===== src/rtl/proc_pkg.sv =====
// Shared processor datapath constants.
package proc_pkg;

    // Default datapath width; storage registers use this for WIDTH.
    localparam int XLEN = 32;

endpackage : proc_pkg


===== src/rtl/data_register_if.sv =====
// Bus bundle for one data_register: load strobe, output enable, data in/out.
interface data_register_if #(
    parameter int WIDTH = proc_pkg::XLEN
);
    logic             i_write;
    logic             i_enable;
    logic [WIDTH-1:0] i_data_in;
    logic [WIDTH-1:0] o_data_out;

    // Driver side: owns the controls and the data to store.
    modport master (
        output i_write,
        output i_enable,
        output i_data_in,
        input  o_data_out
    );

    // Register side.
    modport slave (
        input  i_write,
        input  i_enable,
        input  i_data_in,
        output o_data_out
    );

endinterface : data_register_if


===== src/rtl/data_register.sv =====
// Generic datapath storage register with load strobe and output enable.
// The stored value is only visible while enable is high; otherwise the
// output reads zero. Loads take effect on the rising edge (no write-through).
module data_register
    import proc_pkg::*;
#(
    parameter int WIDTH = XLEN
) (
    input  logic               clk,
    input  logic               rst,
    data_register_if.slave     bus
);

    logic [WIDTH-1:0] r_q;

    // Zero-width storage makes no sense; refuse to elaborate.
    if (WIDTH < 1) begin : g_bad_width
        $error("data_register: WIDTH must be >= 1");
    end

    // Storage: synchronous active-low reset beats a simultaneous load.
    always_ff @(posedge clk) begin
        if (!rst) begin
            r_q <= '0;
        end else if (bus.i_write) begin
            r_q <= bus.i_data_in;
        end
    end

    // Output gate: combinational, follows enable in the same cycle.
    always_comb begin
        bus.o_data_out = bus.i_enable ? r_q : '0;
    end

endmodule : data_register


===== src/flat_wrapper.sv =====
// flat-port wrapper written by rule: the top's interface ports become plain ports
module data_register_flat import proc_pkg::*;
#(
    parameter int WIDTH = XLEN
)
  (clk, rst, bus_i_write, bus_i_enable, bus_i_data_in, bus_o_data_out);
  data_register_if #(.WIDTH(WIDTH)) bus_i ();
  input  logic clk;
  input  logic rst;
  input wire logic [$bits(bus_i.i_write)-1:0] bus_i_write;
  input wire logic [$bits(bus_i.i_enable)-1:0] bus_i_enable;
  input wire logic [$bits(bus_i.i_data_in)-1:0] bus_i_data_in;
  output wire logic [$bits(bus_i.o_data_out)-1:0] bus_o_data_out;
  assign bus_i.i_write = bus_i_write;
  assign bus_i.i_enable = bus_i_enable;
  assign bus_i.i_data_in = bus_i_data_in;
  assign bus_o_data_out = bus_i.o_data_out;
  data_register #(.WIDTH(WIDTH)) u_core (.clk(clk), .rst(rst), .bus(bus_i));
endmodule

===== config.mk =====
export PLATFORM = sky130hd
export DESIGN_NAME = data_register_flat
export DESIGN_NICKNAME = d
export VERILOG_FILES = /design/src/rtl/proc_pkg.sv /design/src/rtl/data_register_if.sv /design/src/rtl/data_register.sv /design/src/flat_wrapper.sv
export SDC_FILE = /design/constraint.sdc
export NUM_CORES = 1
export LEC_CHECK = 0
export CAP_MARGIN = 20
export CORE_UTILIZATION = 40
export DETAILED_ROUTE_END_ITERATION = 12
export PLACE_DENSITY = 0.78
export SYNTH_ARGS = -nofsm -noshare
export SYNTH_HDL_FRONTEND = slang
export SYNTH_SLANG_ARGS = --single-unit

===== constraint.sdc =====
create_clock -name clk -period 1.1 [get_ports clk]
set_input_delay 0.275 -clock clk [delete_from_list [all_inputs] [get_ports clk]]
set_output_delay 0.275 -clock clk [all_outputs]
set_load 0.01 [all_outputs]

==> results.py <==
metrics = {
    "setup_path": {
        "crit_path_start_kind": "register",
        "critPathMaxFanout": 2,
        "cp.arrival_ns": 0.91,
        "cp-end-kind": "primary output",
        "worstPathRequired_ns": 0.82,
        "r2r_slack_ns": 0.25,
        "r2r_start": "u_core.r_q[26]",
        "worst-r2r-cell-count": 4,
        "endpoint": "bus_o_data_out[4]",
        "worst_r2r_endpoint": "u_core.r_q[26]",
        "crit_path_start": "u_core.r_q[4]",
        "crit_type": "reg2out",
    },
    "global_routing": {
        "grt_usage_pct": 19.1,
        "gr-total-overflow": 0,
        "antenna_found_initial": 0,
        "grt_pass1_vias": 1254,
        "grt_start_max_net_pins": 31,
        "grt_pass1_wl_um": 5690,
    },
    "sta": {
        "timing.hold.ws_ns": 0.478,
        "rsz0062_at_grt": "true",
        "fmax_mhz": 843,
        "hold_viol_final": 0,
        "finalCritPeriodShare_pct": 108,
        "max-slew-margin-rel_pct": 89.5,
        "final-setup-viol-count": 32,
        "period_needed_ns": 1.19,
        "slew_viol_final": 0,
        "setup_slack_ns": -0.0864,
        "tightestPinTransition_ns": 0.154,
        "clock_skew_ns": 0,
    },
    "placement": {
        "dp_hpwl_um": 2390,
        "pre_cts_ws_ns": -0.849,
        "gp_congestion": 0.689,
        "io_buffer_count": 67,
    },
    "yosys": {
        "synth-edff-count": 0,
        "ys_seq_elements": 32,
        "yosysWarnings": 0,
        "ys_seq_area_share_pct": 44.0,
        "yosys-top-cells-area": "dfxtp_1 (44%), mux2i_1 (22%), and2_1 (14%), nor2b_1 (14%), buf_12 (4.1%)",
        "netlist_top_cells_count": "and2_1 (32), dfxtp_1 (32), mux2i_1 (32), nor2b_1 (32), clkbuf_1 (6)",
        "synth_nets": 174,
        "async_reset_ff_share_pct": 0,
        "synth_cell_types": 7,
        "syn_avg_cell_area_um2": 10.5,
        "synth_top_area_share_pct": 44.0,
        "syn_area_um2": 1460,
        "yosysTopAreaCell": "dfxtp_1",
        "syn_inst": 138,
        "ys.flop_type": "dfxtp_1",
    },
    "clock_network": {
        "insertion_delay_ns": 0.32,
        "cts_tree": "done",
        "root_buffer": "clkbuf_4",
        "htree_levels": 2,
        "cts.clk_slew.worst_paths_ns": 0.08,
        "cts.sinks": 32,
        "numCtsBuffers": 5,
        "cts_buffer_depth": 2,
        "cts_hold_buf": 0,
    },
    "cells_and_area": {
        "area_growth_pct": 58.2,
        "antenna_cells": 0,
        "largest_register_ffs": 32,
        "layout.nets": 249,
        "final_layout_size_suffix_gt1_share_pct": 45.8,
        "largestRegisters": "u_core.r_q: 32 flops",
        "final_core_util_pct": 67.4,
        "top_register": "u_core.r_q",
    },
    "detailed_routing": {
        "via_per_inst": 4.60,
        "wl_per_cell_um": 13.2,
        "drt_iter0_drc": 20,
        "drtPass1Iterations": 4,
        "drcViolationCount": 0,
        "ant_nets": 0,
        "wirelength_um": 3420,
        "vias": 1195,
    },
    "run_status": {
        "violations": "setup timing",
        "status": "complete, but fails checks",
    },
    "pwr": {
        "ir_drop_mv": 0.816,
        "power_mw": 2.46,
        "p_leak_nw": 1.07,
        "power_density_nw_per_um2": 1070,
    },
    "flow_run": {
        "cap_viol_max_count": 0,
    },
    "die": {
        "fp-row-count": 21,
        "coreArea_um2": 3420,
        "start_util_pct": 42.6,
        "ios": 68,
        "die_area_um2": 3880,
        "die_w_um": 62.3,
        "die_height_um": 62.3,
    },
    "min_path": {
        "hold_class": "in2reg",
    },
}
-- worst max-delay path: stages (launching register included) --
cell and delay [ns]:
dfxtp_2 0.33, and2_1 0.13, buf_2 0.14
-- layer usage --
metal / vias to the layer above / share of wire, % / global-route usage [%] / wire length [µm]
met5: - / 0 / 0 / 0
met4: 0 / 1.3 / 6.98 / 43
met3: 6 / 5.5 / 6.99 / 189
met2: 41 / 53 / 34.6 / 1800
met1: 557 / 41 / 20.0 / 1390
li1: 591 / - / - / -
-- per-stage QoR --
step           setup TNS (ns)  instance area, µm²  instances
6_report                -2.22                2300        260
5_1_grt                 -3.82                2300        260
4_1_cts                 -3.08                2180        259
3_5_place_dp           -29.30                2170        246
3_3_place_gp           -27.69                2170        246
2_1_floorplan               0                1460        138
-- report_power, final --
part	switching, mW	internal (mW)
Sequential	0.0320	1.24
Clock	0.358	0.315
Combinational	0.183	0.331
-- cell usage in the layout, fill, tap and decap left out --
cell	n
and2_1	17
clkbuf_4	5
clkbuf_8	1
dfxtp_2	32
buf_16	1
buf_4	6
buf_6	15
and2_4	15
buf_2	19
clkdlybuf4s50_1	33
mux2i_1	32
buf_12	4
clkbuf_1	2
nor2b_1	32
-- cell families (layout without fill, tap and decap cells) --
| logic type | count (synthesis) | count (layout) | synth area share, % |
|---|---|---|---|
| and+or+nand+nor | 64 | 64 | 27.5 |
| muxes | 32 | 32 | 22.0 |
| DFF | 32 | 32 | 44.0 |
| buffers and inverters | 10 | 86 | 6.45 |
-- worst min-delay path by stage --
stage                   startpoint              to  depth (start not counted)
finish                 bus_i_write   u_core.r_q[2]                          4
global route           bus_i_write   u_core.r_q[2]                          4
CTS                    bus_i_write   u_core.r_q[3]                          4
detailed placement  u_core.r_q[24]  u_core.r_q[24]                          2
global placement    u_core.r_q[24]  u_core.r_q[24]                          2
floorplan                      rst  u_core.r_q[30]                          1
-- final cells by class --
cell class	instances	area, µm²
fillers	279	1110
clock buffers	8	58.8
well taps	46	57.6
repair buffers	78	747
flip-flops and latches	32	681
multi-input cells	96	758
-- timing repair --
item	in CTS	in global routing
cloned	1	0
setup endpoints to repair	32	32
pin swaps	1	1
buffers inserted	4	1
gates resized for setup	167	30
(Power assumes the default switching activity.)
